**config.mk**
```make
export PLATFORM = sky130hd
export DESIGN_NAME = frog_game_ctrl
export DESIGN_NICKNAME = d
export VERILOG_FILES = /design/src/rtl/frog_game_ctrl.sv
export SDC_FILE = /design/constraint.sdc
export NUM_CORES = 1
export LEC_CHECK = 0
export CAP_MARGIN = 30
export CORE_MARGIN = 4
export CORE_UTILIZATION = 54
export DETAILED_ROUTE_END_ITERATION = 10
export PLACE_DENSITY = 0.79
export SETUP_SLACK_MARGIN = 0.05
export SYNTH_ARGS = -nofsm -noshare
export SYNTH_HDL_FRONTEND = slang
export SYNTH_SLANG_ARGS = --single-unit
```
**constraint.sdc**
```tcl
create_clock -name Clk -period 3.5 [get_ports Clk]
set_input_delay 0.875 -clock Clk [delete_from_list [all_inputs] [get_ports Clk]]
set_output_delay 0.875 -clock Clk [all_outputs]
set_load 0.005 [all_outputs]
```
**src/rtl/frog_game_ctrl.sv**
```systemverilog
// frog_game_ctrl: owns frog position, facing, lives and score, and sequences IDLE/PLAY/DYING/OVER per frame.
// Optional macro FROG_INVINCIBLE_EN forces the death condition off for lane-layout bring-up.
module frog_game_ctrl #(
    parameter int unsigned GRID         = 40,
    parameter int unsigned START_X      = 320,
    parameter int unsigned START_Y      = 440,
    parameter int unsigned GOAL_Y       = 0,
    parameter int unsigned MAX_X        = 600,
    parameter int unsigned MAX_Y        = 440,
    parameter int unsigned LIVES        = 3,
    parameter int unsigned DEATH_FRAMES = 60
) (
    input  logic        Clk,
    input  logic        Reset,
    input  logic        frame_tick,
    input  logic        key_up,
    input  logic        key_down,
    input  logic        key_left,
    input  logic        key_right,
    input  logic [3:0]  Car_Collision,
    input  logic [3:0]  Water_Row,
    input  logic [3:0]  LPad_Collision,
    output logic [10:0] FrogX,
    output logic [10:0] FrogY,
    output logic        up,
    output logic        down,
    output logic        left,
    output logic        right,
    output logic [1:0]  lives,
    output logic [7:0]  score,
    output logic [1:0]  game_state,
    output logic        dying
);
    localparam int unsigned POS_W = 11;
    localparam int unsigned CNT_W = (DEATH_FRAMES > 2) ? $clog2(DEATH_FRAMES) : 1;

    localparam logic [POS_W-1:0] C_GRID    = POS_W'(GRID);
    localparam logic [POS_W-1:0] C_START_X = POS_W'(START_X);
    localparam logic [POS_W-1:0] C_START_Y = POS_W'(START_Y);
    localparam logic [POS_W-1:0] C_GOAL_Y  = POS_W'(GOAL_Y);
    localparam logic [POS_W:0]   C_MAX_X   = (POS_W+1)'(MAX_X);
    localparam logic [POS_W:0]   C_MAX_Y   = (POS_W+1)'(MAX_Y);
    localparam logic [1:0]       C_LIVES   = 2'(LIVES);
    localparam logic [CNT_W-1:0] C_CNT_INI = CNT_W'(DEATH_FRAMES - 1);

    localparam logic [3:0] F_UP    = 4'b1000;
    localparam logic [3:0] F_DOWN  = 4'b0100;
    localparam logic [3:0] F_LEFT  = 4'b0010;
    localparam logic [3:0] F_RIGHT = 4'b0001;

    typedef enum logic [1:0] {
        S_IDLE  = 2'd0,
        S_PLAY  = 2'd1,
        S_DYING = 2'd2,
        S_OVER  = 2'd3
    } state_t;

    state_t           r_state;
    logic [POS_W-1:0] r_x;
    logic [POS_W-1:0] r_y;
    logic [3:0]       r_face;
    logic [1:0]       r_lives;
    logic [7:0]       r_score;
    logic             r_dying;
    logic [CNT_W-1:0] r_cnt;
    logic [3:0]       r_keys;
    logic [3:0]       r_pend;

    logic [3:0]       w_keys;
    logic [3:0]       w_rise;
    logic [3:0]       w_new_pend;
    logic             w_pending;
    logic             w_death;
    logic             w_hold_pend;
    logic [POS_W:0]   w_x_sum;
    logic [POS_W:0]   w_y_sum;
    logic [POS_W-1:0] w_nx;
    logic [POS_W-1:0] w_ny;
    logic [3:0]       w_nface;

    assign w_keys    = {key_up, key_down, key_left, key_right};
    assign w_rise    = w_keys & ~r_keys;
    assign w_pending = |r_pend;
    assign w_x_sum   = {1'b0, r_x} + {1'b0, C_GRID};
    assign w_y_sum   = {1'b0, r_y} + {1'b0, C_GRID};
    // Pending hop survives ticks only while the death counter is still running.
    assign w_hold_pend = (r_state == S_DYING) && (r_cnt != '0);

`ifdef FROG_INVINCIBLE_EN
    assign w_death = 1'b0;
`else
    assign w_death = (|Car_Collision) | (|(Water_Row & ~LPad_Collision));
`endif

    // Simultaneous edges resolve up > down > left > right.
    always_comb begin
        w_new_pend = 4'b0000;
        if (w_rise[3])      w_new_pend = F_UP;
        else if (w_rise[2]) w_new_pend = F_DOWN;
        else if (w_rise[1]) w_new_pend = F_LEFT;
        else if (w_rise[0]) w_new_pend = F_RIGHT;
    end

    // Candidate position after the pending hop; out-of-range hops leave position unchanged.
    always_comb begin
        w_nx    = r_x;
        w_ny    = r_y;
        w_nface = r_face;
        if (r_pend[3]) begin
            w_nface = F_UP;
            if (r_y >= C_GRID) w_ny = r_y - C_GRID;
        end else if (r_pend[2]) begin
            w_nface = F_DOWN;
            if (w_y_sum <= C_MAX_Y) w_ny = w_y_sum[POS_W-1:0];
        end else if (r_pend[1]) begin
            w_nface = F_LEFT;
            if (r_x >= C_GRID) w_nx = r_x - C_GRID;
        end else if (r_pend[0]) begin
            w_nface = F_RIGHT;
            if (w_x_sum <= C_MAX_X) w_nx = w_x_sum[POS_W-1:0];
        end
    end

    always_ff @(posedge Clk or posedge Reset) begin
        if (Reset) begin
            r_state <= S_IDLE;
            r_x     <= C_START_X;
            r_y     <= C_START_Y;
            r_face  <= F_UP;
            r_lives <= C_LIVES;
            r_score <= 8'd0;
            r_dying <= 1'b0;
            r_cnt   <= '0;
            r_keys  <= 4'b0000;
            r_pend  <= 4'b0000;
        end else begin
            r_keys <= w_keys;
            if (w_rise != 4'b0000)
                r_pend <= w_new_pend;
            else if (frame_tick && !w_hold_pend)
                r_pend <= 4'b0000;

            if (frame_tick) begin
                case (r_state)
                    S_IDLE: begin
                        if (w_pending) r_state <= S_PLAY;
                    end
                    S_PLAY: begin
                        if (w_death) begin
                            r_state <= S_DYING;
                            r_dying <= 1'b1;
                            r_cnt   <= C_CNT_INI;
                            r_lives <= r_lives - 2'd1;
                        end else if (w_ny == C_GOAL_Y) begin
                            r_score <= (r_score == 8'hFF) ? r_score : r_score + 8'd1;
                            r_x     <= C_START_X;
                            r_y     <= C_START_Y;
                            r_face  <= F_UP;
                        end else begin
                            r_x    <= w_nx;
                            r_y    <= w_ny;
                            r_face <= w_nface;
                        end
                    end
                    S_DYING: begin
                        if (r_cnt == '0) begin
                            r_dying <= 1'b0;
                            if (r_lives == 2'd0) begin
                                r_state <= S_OVER;
                            end else begin
                                r_state <= S_PLAY;
                                r_x     <= C_START_X;
                                r_y     <= C_START_Y;
                                r_face  <= F_UP;
                            end
                        end else begin
                            r_cnt <= r_cnt - CNT_W'(1);
                        end
                    end
                    S_OVER: begin
                        if (w_pending) begin
                            r_state <= S_IDLE;
                            r_lives <= C_LIVES;
                            r_score <= 8'd0;
                            r_x     <= C_START_X;
                            r_y     <= C_START_Y;
                            r_face  <= F_UP;
                        end
                    end
                    default: r_state <= S_IDLE;
                endcase
            end
        end
    end

    assign FrogX      = r_x;
    assign FrogY      = r_y;
    assign up         = r_face[3];
    assign down       = r_face[2];
    assign left       = r_face[1];
    assign right      = r_face[0];
    assign lives      = r_lives;
    assign score      = r_score;
    assign game_state = r_state;
    assign dying      = r_dying;

endmodule

```
Yosys cells after proc, flatten, opt, wreduce, memory -nomap -nowiden:

Index checks and enable logic that the tools add are counted.

* output and inout bits: 39
* latch bits: 0
* register bits after elaboration: 53
* bits in read-only memories: 0
* logic and storage cells: 127
* bits in writable memories: 0
* memories kept: 0

* divide/modulo/power cells: 0
* multipliers: 0
* bitwise gates (word level): 5
* mux-type cells: 58
* shift-type cells: 0
* order comparisons: 4
* eq/ne operators: 19
* reductions and logical operators: 24
* $add $sub $neg: 7

Operators by type and width (count)
* two-way mux 11 bit: 20
* one-hot mux 11 bit (3 select lines): 2
* two-way mux 4 bit: 12
* two-way mux 8 bit: 4
* adder 11 x 6 -> 12 bit (second input constant): 2
* greater-or-equal comparator 11 x 6 -> 1 bit (second input constant): 2
* subtractor 11 x 6 -> 11 bit (second input constant): 2
* two-way mux 2 bit: 8
* != test 2 bit (second input constant): 8
* one-hot mux 8 bit (2 select lines): 1
* <= comparator 12 x 10 -> 1 bit (second input constant): 1
* <= comparator 12 x 9 -> 1 bit (second input constant): 1
* two-way mux 6 bit: 2
* != test 4 bit (second input constant): 3
* one-hot mux 4 bit (3 select lines): 1
* one-hot mux 6 bit (2 select lines): 1
* AND reduction 4 bit: 3
* AND reduction 6 bit: 2
* OR reduction 4 bit: 3
* logical NOT 11 bit: 1
* AND reduction 11 bit: 1
* adder 8 x 1 -> 8 bit (second input constant): 1
* bitwise AND 4 bit: 2
* == test 8 bit (second input constant): 1
* 24 further kinds: 33

Longest topological paths before layout:

* word-level depth: 10
* depth in mapped cells: 12
* gate-level depth less buffers: 11

Worst setup path before layout:

No wires, ideal clock.

* path type: reg2reg
* from: register r_y[4] (netlist: FrogY[4])
* to: register r_face[0]
* period minus slack after synthesis: 2962 ps
* stages on the path, launching flop included: 12
* required time: 3373 ps
* data arrival time: 2835 ps
* slack: 538 ps
* cells stage by stage: dfstp_2 -> inv_1 -> ha_1 -> nor2b_1 -> o211ai_2 -> nand3_1 -> or3b_1 -> a2111oi_4 -> and3_4 -> nand2_2 -> a31o_4 -> mux2_1

* cells in the longest elaborated chain, start to end: 9

RTL lines
* start: declaration: line 60 `logic [POS_W-1:0] r_y;`
* start signal: assignment: line 161 `r_y <= w_ny;`
* adder 11 x 6 -> 12 bit: line 85 `assign w_y_sum = {1'b0, r_y} + {1'b0, C_GRID};`
* <= comparator 12 x 9 -> 1 bit: line 114 `if (w_y_sum <= C_MAX_Y) w_ny = w_y_sum[POS_W-1:0];`
* two-way mux 11 bit: line 114
* two-way mux 11 bit: line 112 `end else if (r_pend[2]) begin`
* two-way mux 11 bit *: line 109 `if (r_pend[3]) begin`
* logical NOT 11 bit *: line 154 `end else if (w_ny == C_GOAL_Y) begin`
* two-way mux 4 bit: line 154
* two-way mux 4 bit: line 149 `if (w_death) begin`
* one-hot mux 4 bit (3 select lines): line 144 `case (r_state)`
* end signal: assignment: line 162 `r_face <= w_nface;`
* end: declaration: line 61 `logic [3:0] r_face;`

Every way passes the cells marked *; elsewhere a longest branch is shown, timed or not. The select of a mux whose other input is x is not followed.
A chain may end at the register's enable or synchronous reset.

Worst setup path after layout:

* from: register r_y[3] (netlist: FrogY[3])
* to: register r_x[4] (netlist: FrogX[4])

* cells in the longest elaborated chain, start to end: 9

RTL lines
* adder 11 x 6 -> 12 bit: line 85
* <= comparator 12 x 9 -> 1 bit: line 114
* two-way mux 11 bit: line 114
* two-way mux 11 bit: line 112
* two-way mux 11 bit *: line 109
* logical NOT 11 bit *: line 154
* two-way mux 11 bit: line 154
* two-way mux 11 bit: line 149
* one-hot mux 11 bit (3 select lines): line 144
* end signal: assignment: line 160 `r_x <= w_nx;`
* end: declaration: line 59 `logic [POS_W-1:0] r_x;`

Marks and branches as above.

==> reports/results.tsv <==
metric	value	unit
ant_nets	0	
n_antenna_cell	0	
viasPerCell	5.93	
met2_usage	36.9	%
cellPowerDensity	706	nW/µm²
synth-xor-area-share	2.59	%
drv_slew	0	
fmaxAchievable	307	MHz
required	3.72	ns
cts_hold_buf	0	
synthDistinctLibCells	74	
power.leakage	1.67	nW
criticalPathCategory	flip-flop to flip-flop	
synth_edf_count	0	
antenna_found_initial	0	
yosysTopAreaCellShare	27.4	%
syn_inst	396	
ys_async_sr_fraction	100	%
yosys_warnings	0	
dr_total_vias	3088	
status	finished, final reports clean	
cts_max_level	2	
ys_ff_latch	47	
final_area	4090	µm²
layout.cells.non_filler	521	
grt_pass1_vias	2925	
critPathArrivalTime	3.48	ns
drt_first_iter_violations	150	
worstMarginPinSlew	0.743	ns
place_inst	513	
coreArea	5990	µm²
track_usage	22.4	%
pre_cts_ws	0.292	ns
clock_sinks	47	
mostFrequentLayoutCells	clkdlybuf4s50_1 (51), dfrtp_1 (37), nor2_1 (35), nand2_1 (28), o21ai_0 (26)	
fin_crit_sh	93.0	%
use_met3	4.07	%
fillers	476	
fp.dieW	87.1	µm
start_util	56.4	%
cts_tree	done	
ys_top_cells_by_area	dfrtp_1 (27%), dfstp_2 (7.8%), nor2_1 (3.9%)	
post_drt_wl_per_cell	16.0	µm
postCtsSetupBuffers	0	
clk_latency	0.30	ns
synth_compound_area_share	23.7	%
postPlaceCellArea	3950	µm²
syn_area_per_cell	8.53	µm²
ios	58	
worstPathMaxFanout	9	
hold_viol	0	
post-route-util	68.2	%
synth_area_leader_cell	dfrtp_1	
clock_skew	0.0103	ns
syn2layout_area_growth	21.0	%
setup_violations	0	
end_kind	flip-flop	
drc_errors	0	
fin_setup_tns	0	ns
grt_max_degree	33	
netlist_area	3380	µm²
fin_crit	3.25	ns
drive_gt1_share	11.0	%
synth_top_family_by_area	simple AND/OR/NAND/NOR gates	
use_met1	29.6	%
die_h	87.1	µm
rsz0062_at_grt	false	
worst_setup_path_start_kind	flip-flop	
cts_root_buf	clkbuf_8	
path_clk_slew	0.09	ns
num_rows	28	
fin_ws	0.247	ns
synthMuxAreaShare	2.19	%
fp.dieArea	7580	µm²
synth-simple-area-share	26.3	%
ys_seq_area_share	35.2	%
ctsResizeCount	0	
io_buffers	51	
seq_area	1190	µm²
clockBufferDepth	2	
synthAdderAreaFrac	3.71	%
synth_ff_type	dfrtp_1	
gp_congestion	0.897	
routed_wl	8330	µm
grt_pass1_wl	13700	µm
busiest_layer	met2	
dp_hpwl	6170	µm
first_pass_iters	5	
multi_input_area	2000	µm²
hp-class	flip-flop to flip-flop	
fin_nets	474	
final_common_cell	clkdlybuf4s50_1	
overflow	0	
cts-buffers-inserted	5	
cap_viol_max_count	0	
ir_drop	0.000415	V
slew_headroom	50.1	%
metrics by stage:
step | hold WS (ns) | power (mW)
after detailed placement | 0.457 | 2.41
after global routing | 0.523 | 3.11
after CTS | 0.481 | 2.89
after global placement | 0.436 | 2.36
after floorplan | 0.429 | 1.89
final | 0.486 | 2.89
flip-flops by register name, summed over array words and instances, names as in the netlist:
signal,count
r_pend,4
dying,1
FrogX,8
r_keys,4
FrogY,8
r_cnt,6
game_state,2
score,8
lives,2
r_face,4
final timing paths:
path / start / endpoint / slack [ns] / depth (start not counted)
max: FrogY[3] / FrogX[4] / 0.25 / 10
min: r_keys[1] / r_pend[1] / 0.49 / 1
max reg2reg: FrogY[3] / FrogX[4] / 0.25 / 10
min reg2reg: r_keys[1] / r_pend[1] / 0.49 / 1
max in group asynchronous: Reset / FrogY[4] / 2.06 / 3
min in group asynchronous: Reset / r_cnt[4] / 0.86 / 2
report_power, final:
group | internal (mW) | leakage [nW] | total (mW) | switching [mW]
clock network | 0.285 | 0.0644 | 0.473 | 0.189
registers | 0.720 | 0.556 | 1.04 | 0.324
logic | 0.665 | 1.05 | 1.37 | 0.704
layout make-up:
type | instances | share of cell area (%)
inverter | 24 | 2.20
clock buffer | 5 | 1.68
sequential | 47 | 29.1
tap | 75 | 2.30
clock inverter | 3 | 1.65
multi-input combinational | 308 | 48.8
timing repair buffer | 59 | 14.3
metal layers:
metal,vias to the layer above,wire [µm]
met1,1471,3590
met5,-,0
li1,1523,-
met2,74,4230
met4,0,175
met3,20,339
synthesized netlist by cell type, drive strengths merged (3+ instances only):
master	instances
dfstp	10
inv	23
nor2	36
nand4b	3
nor2b	9
nor4	6
o21a	8
mux2i	4
nand4	6
a31oi	7
ha	10
nor3b	4
a21o	3
xnor2	7
xor2	3
clkbuf	10
mux2	3
dfrtp	37
nand2	29
and2	3
a211oi	6
nor3	11
buf	12
a31o	3
nand2b	7
nand3	25
and3	10
or3	6
o21ai	28
o31ai	4
o211ai	7
a41oi	3
or4	3
a21oi	23
kinds of logic (layout without fill, tap and decap cells):
group                    count (synthesis)  in the layout
multiplexers                             7              7
XOR/XNOR                                10             10
flip-flops                              47             47
AND/OR/NAND/NOR                        165            165
buffers and inverters                   46             91
adder cells (fa/ha/maj)                 10             10
AO/OA/AOI/OAI                          110            110
other                                    1              6
worst max-delay path, stage by stage, from the launching register on:
cell and delay (ns):
dfstp_2 0.63, ha_1 0.29, nand3_1 0.10, mux2i_1 0.27, a221oi_4 0.15, or4_1 0.44, a211oi_2 0.30, and3_4 0.29
nand2_2 0.08, a31oi_2 0.40, mux2i_1 0.24
Note: power is estimated with default switching activity, not from simulation.
